**config.mk**
```make
export PLATFORM = sky130hd
export DESIGN_NAME = lsu_ctrl
export DESIGN_NICKNAME = d
export VERILOG_FILES = /design/src/rtl/lsu_ctrl.sv
export SDC_FILE = /design/constraint.sdc
export NUM_CORES = 1
export LEC_CHECK = 0
export CORE_MARGIN = 2
export CORE_UTILIZATION = 25
export CTS_BUF_LIST = sky130_fd_sc_hd__clkbuf_8
export CTS_CLUSTER_SIZE = 10
export DETAILED_ROUTE_END_ITERATION = 12
export PLACE_DENSITY = 0.5
export SYNTH_ARGS = -nofsm -noshare
export SYNTH_HDL_FRONTEND = slang
export SYNTH_SLANG_ARGS = --single-unit
```
**constraint.sdc**
```tcl
create_clock -name clk -period 2.5 [get_ports clk]
set_input_delay 0.25 -clock clk [delete_from_list [all_inputs] [get_ports clk]]
set_output_delay 0.25 -clock clk [all_outputs]
set_load 0.02 [all_outputs]
```
**src/rtl/lsu_ctrl.sv**
```systemverilog
// Memory-stage load/store controller: one byte/half/word access per Start against a req/ready + rvalid word memory.
// Optional define MISALIGN_TRAP_EN faults misaligned H/W accesses instead of silently aligning them down.
module lsu_ctrl #(
    parameter int TIMEOUT = 255,
    parameter int TW      = 8
) (
    input  logic        clk,
    input  logic        rst_n,
    input  logic        i_Start,
    input  logic        i_MemWrite,
    input  logic [2:0]  i_Funct3,
    input  logic [31:0] i_ALUResult,
    input  logic [31:0] i_WriteData,
    output logic [31:0] o_ReadData,
    output logic        o_Done,
    output logic        o_AccessFault,
    output logic        o_Stall,
    output logic        o_MemReq,
    output logic        o_MemWe,
    output logic [31:0] o_MemAddr,
    output logic [3:0]  o_MemWStrb,
    output logic [31:0] o_MemWData,
    input  logic        i_MemReady,
    input  logic        i_MemRValid,
    input  logic [31:0] i_MemRData
);

    typedef enum logic [1:0] {
        ST_IDLE,
        ST_REQ,
        ST_WAIT_RD,
        ST_DONE
    } state_t;

    state_t          r_state;
    logic [2:0]      r_funct3;
    logic [1:0]      r_lane;
    logic [TW-1:0]   r_cnt;

    logic [1:0]      w_a;
    logic            w_unsupported;
    logic            w_storeUnsigned;
    logic            w_misalign;
    logic            w_fault;
    logic [3:0]      w_strbRaw;
    logic [3:0]      w_strb;
    logic [31:0]     w_wdata;
    logic [7:0]      w_byte;
    logic [15:0]     w_half;
    logic [31:0]     w_loadExt;
    logic            w_expire;

    assign w_a             = i_ALUResult[1:0];
    assign w_unsupported   = (i_Funct3 == 3'b011) || (i_Funct3 == 3'b110) || (i_Funct3 == 3'b111);
    assign w_storeUnsigned = i_MemWrite && i_Funct3[2];

`ifdef MISALIGN_TRAP_EN
    assign w_misalign = ((i_Funct3[1:0] == 2'b01) && w_a[0]) ||
                        ((i_Funct3[1:0] == 2'b10) && (w_a != 2'b00));
`else
    assign w_misalign = 1'b0;
`endif

    assign w_fault  = w_unsupported || w_storeUnsigned || w_misalign;
    assign w_expire = (r_cnt == TW'(TIMEOUT - 1));

    // Store lanes: narrow data is replicated so any strobe picks the right byte.
    always_comb begin
        w_strbRaw = 4'b0000;
        w_wdata   = i_WriteData;
        case (i_Funct3[1:0])
            2'b00: begin
                w_strbRaw = 4'b0001 << w_a;
                w_wdata   = {4{i_WriteData[7:0]}};
            end
            2'b01: begin
                w_strbRaw = w_a[1] ? 4'b1100 : 4'b0011;
                w_wdata   = {2{i_WriteData[15:0]}};
            end
            2'b10:   w_strbRaw = 4'b1111;
            default: w_strbRaw = 4'b0000;
        endcase
    end

    assign w_strb = i_MemWrite ? w_strbRaw : 4'b0000;

    always_comb begin
        w_byte = i_MemRData[7:0];
        case (r_lane)
            2'b00: w_byte = i_MemRData[7:0];
            2'b01: w_byte = i_MemRData[15:8];
            2'b10: w_byte = i_MemRData[23:16];
            2'b11: w_byte = i_MemRData[31:24];
            default: w_byte = i_MemRData[7:0];
        endcase
        w_half = r_lane[1] ? i_MemRData[31:16] : i_MemRData[15:0];
        case (r_funct3)
            3'b000:  w_loadExt = {{24{w_byte[7]}}, w_byte};
            3'b001:  w_loadExt = {{16{w_half[15]}}, w_half};
            3'b100:  w_loadExt = {24'h0, w_byte};
            3'b101:  w_loadExt = {16'h0, w_half};
            default: w_loadExt = i_MemRData;
        endcase
    end

    assign o_Stall = rst_n && (((r_state == ST_IDLE) && i_Start) ||
                               (r_state == ST_REQ) || (r_state == ST_WAIT_RD));

    // Control FSM; every memory-side output is registered and held through REQ.
    always_ff @(posedge clk or negedge rst_n) begin
        if (!rst_n) begin
            r_state       <= ST_IDLE;
            r_funct3      <= 3'b000;
            r_lane        <= 2'b00;
            r_cnt         <= '0;
            o_ReadData    <= 32'h0;
            o_Done        <= 1'b0;
            o_AccessFault <= 1'b0;
            o_MemReq      <= 1'b0;
            o_MemWe       <= 1'b0;
            o_MemAddr     <= 32'h0;
            o_MemWStrb    <= 4'b0000;
            o_MemWData    <= 32'h0;
        end else begin
            case (r_state)
                ST_IDLE: begin
                    if (i_Start) begin
                        r_funct3 <= i_Funct3;
                        r_lane   <= w_a;
                        if (w_fault) begin
                            r_state       <= ST_DONE;
                            o_Done        <= 1'b1;
                            o_AccessFault <= 1'b1;
                        end else begin
                            r_state    <= ST_REQ;
                            r_cnt      <= '0;
                            o_MemReq   <= 1'b1;
                            o_MemWe    <= i_MemWrite;
                            o_MemAddr  <= {i_ALUResult[31:2], 2'b00};
                            o_MemWStrb <= w_strb;
                            o_MemWData <= w_wdata;
                        end
                    end
                end
                ST_REQ: begin
                    if (i_MemReady) begin
                        o_MemReq   <= 1'b0;
                        o_MemWe    <= 1'b0;
                        o_MemWStrb <= 4'b0000;
                        r_cnt      <= r_cnt + TW'(1);
                        if (o_MemWe) begin
                            r_state <= ST_DONE;
                            o_Done  <= 1'b1;
                        end else begin
                            r_state <= ST_WAIT_RD;
                        end
                    end else if (w_expire) begin
                        r_state       <= ST_DONE;
                        o_Done        <= 1'b1;
                        o_AccessFault <= 1'b1;
                        o_ReadData    <= 32'h0;
                        o_MemReq      <= 1'b0;
                        o_MemWe       <= 1'b0;
                        o_MemWStrb    <= 4'b0000;
                    end else begin
                        r_cnt <= r_cnt + TW'(1);
                    end
                end
                ST_WAIT_RD: begin
                    if (i_MemRValid) begin
                        r_state    <= ST_DONE;
                        o_Done     <= 1'b1;
                        o_ReadData <= w_loadExt;
                    end else if (w_expire) begin
                        r_state       <= ST_DONE;
                        o_Done        <= 1'b1;
                        o_AccessFault <= 1'b1;
                        o_ReadData    <= 32'h0;
                    end else begin
                        r_cnt <= r_cnt + TW'(1);
                    end
                end
                ST_DONE: begin
                    r_state       <= ST_IDLE;
                    o_Done        <= 1'b0;
                    o_AccessFault <= 1'b0;
                end
                default: r_state <= ST_IDLE;
            endcase
        end
    end

endmodule
```
### Word level (Yosys, flattened, before mapping)

Index checks and enable logic that the tools add are counted.

* shift-type cells: 1
* add/subtract/negate cells: 1
* multiplexer cells: 48
* bitwise operators: 1
* reduce and logical (&&, ||, !) cells: 22
* equality and inequality tests: 22

Operator list (number)
* $pmux W32 S2: 2
* $pmux W32 S4: 1
* $mux W32: 3
* $mux W8: 5
* $pmux W8 S4: 1
* $mux W4: 6
* $pmux W8 S3: 1
* $mux W1: 16
* $mux W16: 1
* $eq A3 B3 Y1 const B: 4
* $pmux W4 S3: 1
* $reduce_and A4 Y1: 3
* $eq A2 B2 Y1 const B: 5
* $mux W2: 5
* $ne A2 B2 Y1 const B: 5
* $add A8 B1 Y8 const B: 1
* $eq A8 B8 Y1 const B: 1
* $pmux W1 S4: 2
* $pmux W2 S4: 1
* $pmux W4 S2: 1
* $eq A2 B1 Y1 const B: 3
* $logic_not A2 Y1: 3
* $ne A3 B3 Y1 const B: 2
* $reduce_and A3 Y1: 2
* other kinds (11): 20

* input port bits: 105
* flip-flop bits (word level): 117
* word-level logic and storage cells: 107
* output and inout port bits: 105

### Logic depth before layout (Yosys ltp)

Gate-level depths: netlist of the first run.

* depth after elaboration: 7
* mapped depth: 9
* depth with buffers taken out: 6

### Least setup slack after synthesis of the first run

OpenSTA, ideal clock, no wires.

* path type: flip-flop to flip-flop
* start: reg r_state[0]
* end: reg o_ReadData[0]
* required time: 2.374 ns
* arrival time: 1.751 ns
* cell stages (with the launch flop): 9
* clock period less this slack: 1.877 ns
* slack: 0.623 ns
* path buffers: 2
* library setup time: 0.126 ns
* path through: dfrtp_1 inv_1 ha_1 buf_2 nand2_1 a21oi_1 a41oi_1 clkbuf_1 a221o_1

* longest elaborated chain between the ends: 3
* elaborated cells between the ends (all ways): 6
* classes of those cells: eq/ne (3); mux (1); reduce/logical (2)

RTL lines
* start, declared: RTL line 35 `state_t r_state;`
* start signal, assigned: RTL line 112 `r_state <= ST_IDLE;`
* start signal, assigned: RTL line 131 `r_state <= ST_DONE;`
* start signal, assigned: RTL line 135 `r_state <= ST_REQ;`
* $eq A2 B1 Y1 / $eq A2 B2 Y1 (equally long branches): RTL line 125 `case (r_state)`
* $ne A2 B2 Y1 (no line) / $reduce_bool A2 Y1 (equally long branches)
* $reduce_and A2 Y1 (no line)
* end signal, assigned: RTL line 173 `o_ReadData <= w_loadExt;`
* end, declared: RTL line 14 `output logic [31:0] o_ReadData,`

Parallel ways exist; a longest one is shown, timed or not.
A chain may end at the register's enable or synchronous reset.

### Final worst setup path of the first run

* start: reg r_state[0]
* end: out o_Stall

* longest elaborated chain between the ends: 5
* elaborated cells between the ends (all ways): 7
* classes of those cells: eq/ne (2); reduce/logical (5)

RTL lines
* $logic_not A2 Y1: RTL line 106 `assign o_Stall = rst_n && (((r_state == ST_IDLE) && i_Start) ||`
* $logic_and A1 B1 Y1: RTL line 106
* $logic_or A1 B1 Y1: RTL line 106
* $logic_or A1 B1 Y1 *: RTL line 107 `(r_state == ST_REQ) || (r_state == ST_WAIT_RD));`
* $logic_and A1 B1 Y1 *: RTL line 106
* end, declared: RTL line 17 `output logic o_Stall,`

Every way passes the cells marked *; elsewhere a longest branch is shown, timed or not.

==> flow_summary.toml, run 1 <==
[cells_and_area]
drive_above_1_share = 0.1491
nNetsFinal = 838
syn2layout_area_growth_pct = 50.93
final_common_cell = "clkdlybuf4s50_1"
mostFrequentLayoutCells = "clkdlybuf4s50_1, dfrtp_1, mux2_2"
fillers = 2196
diodes = 0

[route]
wl_per_cell_um = 18.57
drtAntennaViolNets = 0
drcViolationCount = 0
vias = 5007
routed_via_density = 4.894
drtIter0Drc = 261
wl_um = 18990
firstDrtPassIters = 5

[clocking]
cts_root_buf = "clkbuf_8"
cts_setup_buffers = 0
cts_tree = "built"
h-tree-depth = 4
clk_pin_slew_ns = 0.09
cts_buffers = 17
clock_latency_ns = 0.44
cts.sinks = 117
clock_path_buffers = 2

[worst_setup_path]
cp.buffers_inverters = 3
crit_start = "r_state[0]"
arrival_ns = 1.95
timing.rr.start = "r_state[0]"
critical_path.max_fanout = 11
r2r-end = "o_ReadData[16]"
slowest_delay_ns = 0.42
crit_slowest_cell = "dfrtp_1"
worst-path-stages = 6
end_kind = "output pin"
critPathCapture = "o_Stall"
reg2regPathDepth = 6
crit_chain = "inv_1 > ha_1 > buf_4 > nor2_1 > a21boi_0 > dlygate4sd2_1"
cp.required_ns = 2.25
path_class = "flop to output pin"
cpLargestDelayFamily = "buffers and inverters"
cp-start-kind = "flop"
r2r_slack_ns = 0.32

[die]
coreArea_um2 = 22570
dieWidth_um = 155.3
num_io_pins = 210
start_util = 0.2534
die_h_um = 155.3
die_area_um2 = 24100
num_rows = 55

[placed_design]
globalplace.congestion = 0.8190
pre_cts_ws_ns = 0.3414
hpwl_um = 14250
numPortBuffers = 207

[sta]
post-route-period-util = 0.8814
fmax_mhz = 453.8
rsz0062_at_grt = "false"
drv_slew = 0
tightest_slew_ns = 1.085
setup_tns_ns = 0
worst_slack_ns = 0.2965
hold_viol_final = 0
relSlewSlack = 0.2741
setup-violations-final = 0
period_needed_ns = 2.204
skew_ns = 0.01211

[logic_synthesis]
ys_seq_elements = 117
syn-cell-area_um2 = 5719
syn_area_per_cell_um2 = 11.26
synth_seq_area_share = 0.5119
ys_warn_count = 0
synth.distinct_cells = 59
synth_cells = 508
synthFlopType = "dfrtp_1"
synth_edf_count = 0
async_flop_share = 1.000

[power]
total_power_uw = 10750
ir_drop_mv = 0.5033
pwr_density_cell_nw_per_um2 = 1245
leakagePower_uw = 0.003678

[global_routing]
grt_max_degree = 56
grt_util_all_layers = 0.1593
grt_pass1_wl_um = 29850
antenna_found_initial = 0
grt_pass1_vias = 5233
overflow = 0

[worst_hold_path]
min_path_type = "input pin to asynchronous set/reset pin"

[job]
drv_cap = 0

[outcome]
status = "complete, no violations"
registers in the layout, summed over array words and instances (netlist names):
register	cells
r_lane	2
r_state	2
o_AccessFault	1
o_MemWe	1
r_funct3	3
o_Done	1
o_MemReq	1
o_MemWData	32
o_MemWStrb	4
o_MemAddr	30
r_cnt	8
o_ReadData	32
through the flow:
| stage | instances | area, um2 | hold WS, ns | util |
|---|---|---|---|---|
| floorplan | 509 | 5723 | -0.04559 | - |
| global placement | 990 | 8177 | 0.1439 | 0.3623 |
| detailed placement | 990 | 8177 | 0.1502 | 0.3623 |
| CTS | 1023 | 8632 | 0.1883 | 0.3824 |
| global route | 1023 | 8632 | 0.2083 | 0.3824 |
| finish | 1023 | 8632 | 0.2201 | 0.3824 |
worst min-delay path by stage:
stage	endpoint	slack, ns	depth (start not counted)	from
2_1_floorplan	o_AccessFault	-0.05	0	rst_n
3_3_place_gp	o_MemAddr[30]	0.14	1	rst_n
3_5_place_dp	o_MemWData[0]	0.15	1	rst_n
4_1_cts	o_MemAddr[28]	0.19	2	rst_n
5_1_grt	o_MemAddr[28]	0.21	2	rst_n
6_report	o_MemWData[0]	0.22	2	rst_n
synth_stat cells (2+ instances only):
cell,n,area [um2]
nor2_1,24,90.09
mux2i_1,27,270.3
o211ai_1,2,15.01
nand3_1,7,35.03
ha_1,8,100.1
or3_1,2,12.51
a211oi_1,8,60.06
o2bb2ai_1,5,43.79
nor3_1,6,30.03
inv_1,12,45.04
a21boi_0,3,22.52
o22a_1,2,17.52
o31a_1,2,17.52
or2_2,2,12.51
o31ai_1,4,30.03
buf_4,3,22.52
nand2b_1,3,18.77
a221o_1,30,300.3
o21a_1,3,22.52
nand2_1,36,135.1
o21ai_0,34,170.2
clkbuf_1,17,63.81
and3_1,4,25.02
a31oi_1,5,31.28
buf_2,13,65.06
nor2b_1,11,68.82
o22ai_1,2,12.51
dfrtp_1,117,2928
a22o_1,13,113.9
mux2_2,42,473.0
a221oi_1,2,17.52
buf_6,2,22.52
a21o_1,9,67.56
a21oi_1,23,115.1
logic make-up after synthesis:
| kind of cell | after synthesis | share of synthesized area |
|---|---|---|
| adder cells (fa/ha/maj) | 8 | 0.01750 |
| AO/OA/AOI/OAI | 158 | 0.2050 |
| other | 1 | 0.0006557 |
| AND/OR/NAND/NOR | 107 | 0.09276 |
| buffers and inverters | 47 | 0.03828 |
| flip-flops | 117 | 0.5119 |
| multiplexers | 70 | 0.1339 |
layer usage:
layer | up-vias | wire, um | GRT usage
met4 | 0 | 262 | 0.05024
met2 | 224 | 8685 | 0.2491
met5 | - | 0 | 0
li1 | 2333 | - | -
met1 | 2432 | 8097 | 0.1970
met3 | 18 | 1948 | 0.07242
what timing repair did:
action                                 4_1_cts  5_1_grt
hold buffers                                 1        0
setup endpoints to repair                    1        0
endpoints found under the hold margin       17        0
gates resized for setup                      1        0
final cells by class:
type                            count  area, um2  area share
Sequential cell                   117       2928      0.3392
Clock inverter                     14      198.9     0.02305
Timing Repair Buffer              232       2271      0.2631
Clock buffer                       18      247.7     0.02870
Inverter                           12      45.04    0.005218
Tap cell                          285      356.6     0.04131
Multi-Input combinational cell    345       2585      0.2995
power breakdown:
| group | internal, uW | switching (uW) |
|---|---|---|
| combinational | 2690 | 2750 |
| clock | 1120 | 864 |
| sequential | 2750 | 576 |
No activity file was read; power rests on OpenSTA's default activity.
==> run 2, diff against run 1 <==
==> constraint.sdc (replaced) <==
create_clock -name clk -period 2.4 [get_ports clk]
set_input_delay 0.24 -clock clk [delete_from_list [all_inputs] [get_ports clk]]
set_output_delay 0.24 -clock clk [all_outputs]
set_load 0.1 [all_outputs]
==> run 2 against run 1 <==
Against the previous run: sequential cell count is the same; critical path depth stayed put; global-route usage decreased by 0.27 points; core utilization fell by 1.4 points; via count increased by 0.14%; die area did not move; final cell count shrank 0.20%; wire length down 1.8%; first-iteration DRC count rose by 5.4%; cell area is 3.8% lower; highest routed layer unchanged.
==> flow_summary.toml, run 2 (synthesized netlist as in run 1, its figures left out) <==
[placed_design]
hpwl_um = 13890
globalplace.congestion = 0.8176
numPortBuffers = 207

[sta]
skew_ns = 0.01049
tightest_slew_ns = 1.047
hold_viol_final = 0
setup_tns_ns = 0
setup-violations-final = 0
relSlewSlack = 0.2993
post-route-period-util = 0.9096
period_needed_ns = 2.183
rsz0062_at_grt = "false"
fmax_mhz = 458.1
drv_slew = 0

[global_routing]
grt_pass1_vias = 5242
grtUsageMet1 = 0.1966
grt.busiest_layer = "met2"
grt_max_degree = 118
overflow = 0
met3_usage = 0.07019
antenna_found_initial = 0
grt_pass1_wl_um = 29480
grt.met2_usage = 0.2491
grt_util_all_layers = 0.1567

[cells_and_area]
diodes = 0
nNetsFinal = 836
reg_top3 = "o_MemWData: 32 flops, o_ReadData: 32 flops, o_MemAddr: 30 flops"
syn2layout_area_growth_pct = 45.26
drive_above_1_share = 0.2880
mostFrequentLayoutCells = "buf_4, dfrtp_1, clkdlybuf4s50_1"
final_common_cell = "buf_4"

[worst_setup_path]
r2r_slack_ns = 0.24
reg2regPathDepth = 6
cp.required_ns = 2.16
critical_path.max_fanout = 7
crit_start = "r_state[0]"
end_kind = "output pin"
timing.rr.start = "r_state[0]"
path_class = "flop to output pin"
r2r-end = "o_ReadData[20]"
critPathCapture = "o_Stall"
cp-start-kind = "flop"
arrival_ns = 1.94

[clocking]
clock_path_buffers = 2
cts.sinks = 117
postCtsHoldBufs = 1
cts_setup_buffers = 0
clock_latency_ns = 0.43
cts_buffers = 17
cts_tree = "built"
clk_pin_slew_ns = 0.08
cts_root_buf = "clkbuf_8"
h-tree-depth = 4
post_cts_resized = 0

[route]
drtAntennaViolNets = 0
firstDrtPassIters = 4
routed_via_density = 4.911
drcViolationCount = 0
wl_per_cell_um = 18.27
wl_um = 18650
vias = 5014
drtIter0Drc = 275

[outcome]
status = "complete, no violations"

[job]
drv_cap = 0

[die]
num_rows = 55
num_io_pins = 210
die_h_um = 155.3
coreArea_um2 = 22570
die_area_um2 = 24100
dieWidth_um = 155.3
start_util = 0.2534

[worst_hold_path]
min_path_type = "input pin to flop"
[run 2: cell types whose count changed in the layout (fill, tap and decap cells not counted), sizes merged]
cell           change
bufinv             -4
inv                -1
buf              +101
clkinvlp           +1
dlygate4sd2        -1
clkinv             +4
clkdlybuf4s50    -102
[run 2: layout make-up]
type,count,area (um2)
Multi-Input combinational cell,345,2589
Fill cell,2264,14260
Clock buffer,18,247.7
Clock inverter,14,105.1
Tap cell,285,356.6
Timing Repair Buffer,230,2037
Inverter,12,45.04
Sequential cell,117,2928
[run 2: worst max-delay path, stage by stage, from the launching register on]
cell and delay [ns]:
dfrtp_1 0.43, inv_1 0.14, ha_1 0.27, nand2_1 0.10, buf_4 0.18, a21boi_2 0.19, buf_12 0.19
[run 2: worst min path at each step]
stage / startpoint / depth (start not counted) / end / slack, ns
finish: i_ALUResult[19] / 2 / o_MemAddr[19] / 0.41
global route: i_ALUResult[25] / 2 / o_MemAddr[25] / 0.37
CTS: i_ALUResult[19] / 2 / o_MemAddr[19] / 0.37
detailed placement: rst_n / 2 / o_AccessFault / 0.42
global placement: rst_n / 2 / o_AccessFault / 0.41
floorplan: rst_n / 0 / o_AccessFault / -0.06
[run 2: per-layer routing]
| metal | vias to the layer above | part of all wire |
|---|---|---|
| met4 | 0 | 0.0072 |
| met5 | - | 0 |
| met1 | 2471 | 0.43 |
| met3 | 12 | 0.099 |
| met2 | 207 | 0.46 |
| li1 | 2324 | - |
[run 2: stage by stage]
stage | hold WS (ns) | cells | util | cell area, um2 | setup slack (ns)
2_1_floorplan | -0.05559 | 509 | - | 5727 | 0.2310
3_3_place_gp | 0.4071 | 988 | 0.3520 | 7945 | 0.2482
3_5_place_dp | 0.4203 | 988 | 0.3520 | 7945 | 0.2169
4_1_cts | 0.3711 | 1021 | 0.3681 | 8308 | 0.1846
5_1_grt | 0.3715 | 1021 | 0.3681 | 8308 | 0.005560
6_report | 0.4123 | 1021 | 0.3681 | 8308 | 0.2170
Power of run 2 is not shown: default switching activity piles up to over one toggle a cycle in this logic, so the estimate is an artifact.
==> run 3, diff against run 2 <==
CORE_ASPECT_RATIO = 1.4   (was unset)
CORE_MARGIN = 8   (was 2)
==> run 3 against run 2 <==
Against the previous run: register-to-register slack gained 0.02 ns; critical path depth is the same; fmax shrank 1.2%; largest cell class unchanged; final cell count grew 1.4%; die area grew 16%.
==> flow_summary.toml, run 3 (synthesized netlist as in run 1, its figures left out) <==
[clocking]
clock_latency_ns = 0.42
cts.sinks = 117
clk_pin_slew_ns = 0.08
cts_root_buf = "clkbuf_8"
h-tree-depth = 4
clock_path_buffers = 2
cts_tree = "built"
cts_buffers = 17

[placed_design]
placedCellCount = 1002
place_area_um2 = 7950
pre_cts_ws_ns = 0.1359
globalplace.congestion = 0.8304
hpwl_um = 14400
numPortBuffers = 207

[cells_and_area]
final_common_cell = "buf_4"
syn2layout_area_growth_pct = 46.82
nNetsFinal = 834
mostFrequentLayoutCells = "buf_4, dfrtp_1, clkdlybuf4s50_1"
design_area_um2 = 8397
fin_cells = 1035
reg_top3 = "o_MemWData: 32 flops, o_ReadData: 32 flops, o_MemAddr: 30 flops"
drive_above_1_share = 0.2875
diodes = 0

[global_routing]
grt_max_degree = 118
grt_pass1_wl_um = 30420
grt_util_all_layers = 0.1389
antenna_found_initial = 0
overflow = 0
grt_pass1_vias = 5416

[worst_setup_path]
path_class = "flop to output pin"
reg2regPathDepth = 8
cp.required_ns = 2.16
end_kind = "output pin"
cp-start-kind = "flop"
critical_path.max_fanout = 7
timing.rr.start = "r_state[0]"
r2r_slack_ns = 0.26
r2r-end = "o_ReadData[13]"
arrival_ns = 1.97

[route]
drtAntennaViolNets = 0
vias = 4912
wl_per_cell_um = 18.51
wl_um = 19160
routed_via_density = 4.746
drcViolationCount = 0
firstDrtPassIters = 4
drtIter0Drc = 198

[sta]
period_needed_ns = 2.209
hold_viol_final = 0
setup_tns_ns = 0
setup-violations-final = 0
rsz0062_at_grt = "false"
post-route-period-util = 0.9202
skew_ns = 0.01040
fmax_mhz = 452.8
worst_slack_ns = 0.1915
drv_slew = 0
tightest_slew_ns = 1.063
relSlewSlack = 0.2885

[die]
dieWidth_um = 143.8
num_rows = 65
start_util = 0.2539
coreArea_um2 = 22530
die_area_um2 = 28040
num_io_pins = 210
die_h_um = 195.0

[worst_hold_path]
hold_path_startpoint = "i_ALUResult[23]"
min_path_type = "input pin to flop"
worstHoldEndpoint = "o_MemAddr[23]"
hold_depth = 2

[outcome]
status = "complete, no violations"

[job]
drv_cap = 0
run 3: cell count changes in the layout (fill, tap and decap cells not counted), sizes merged:
cell | previous run | this run
clkinv | 7 | 6
clkinvlp | 5 | 1
clkbuf | 18 | 19
buf | 126 | 124
bufinv | 0 | 3
inv | 14 | 15
run 3: through the flow:
stage / hold WS (ns) / util
floorplan: -0.05559 / -
global placement: 0.4177 / 0.3529
detailed placement: 0.4271 / 0.3529
CTS: 0.3819 / 0.3726
global route: 0.3886 / 0.3727
finish: 0.4214 / 0.3727
run 3: worst max-delay path: stages (launching register included):
cell,delay (ns)
dfrtp_1,0.44
inv_1,0.15
ha_1,0.27
nand2_1,0.10
buf_4,0.18
a21boi_2,0.21
buf_12,0.20
run 3: what timing repair did:
action,in CTS,in global routing
hold buffers,1,0
endpoints found under the hold margin,117,0
setup buffers,0,0
endpoints found under the setup margin,0,13
resized for setup,0,1
run 3: how the worst max path moves through the flow:
stage,startpoint,to,slack [ns],depth (start not counted)
2_1_floorplan,r_state[1],o_Stall,0.23,5
3_3_place_gp,i_MemRValid,o_ReadData[27],0.22,5
3_5_place_dp,i_MemRValid,o_ReadData[27],0.14,5
4_1_cts,r_state[0],o_Stall,0.15,6
5_1_grt,r_state[0],o_Stall,0.04,6
6_report,r_state[0],o_Stall,0.19,6
run 3: cell type report:
| cell class | count | area (um2) |
|---|---|---|
| clock buffer | 19 | 261.5 |
| sequential | 117 | 2928 |
| timing repair buffer | 228 | 2022 |
| multi-input combinational | 345 | 2591 |
| clock inverter | 13 | 172.7 |
| inverter | 12 | 45.04 |
| fill | 2259 | 14130 |
| tap | 301 | 376.6 |
run 3: routing by layer:
layer | wire (um) | global-route usage
met1 | 7277 | 0.1463
met5 | 0 | 0
met3 | 1656 | 0.05445
met2 | 9957 | 0.2464
met4 | 269 | 0.04299
Power of run 3 is left out for the same reason.
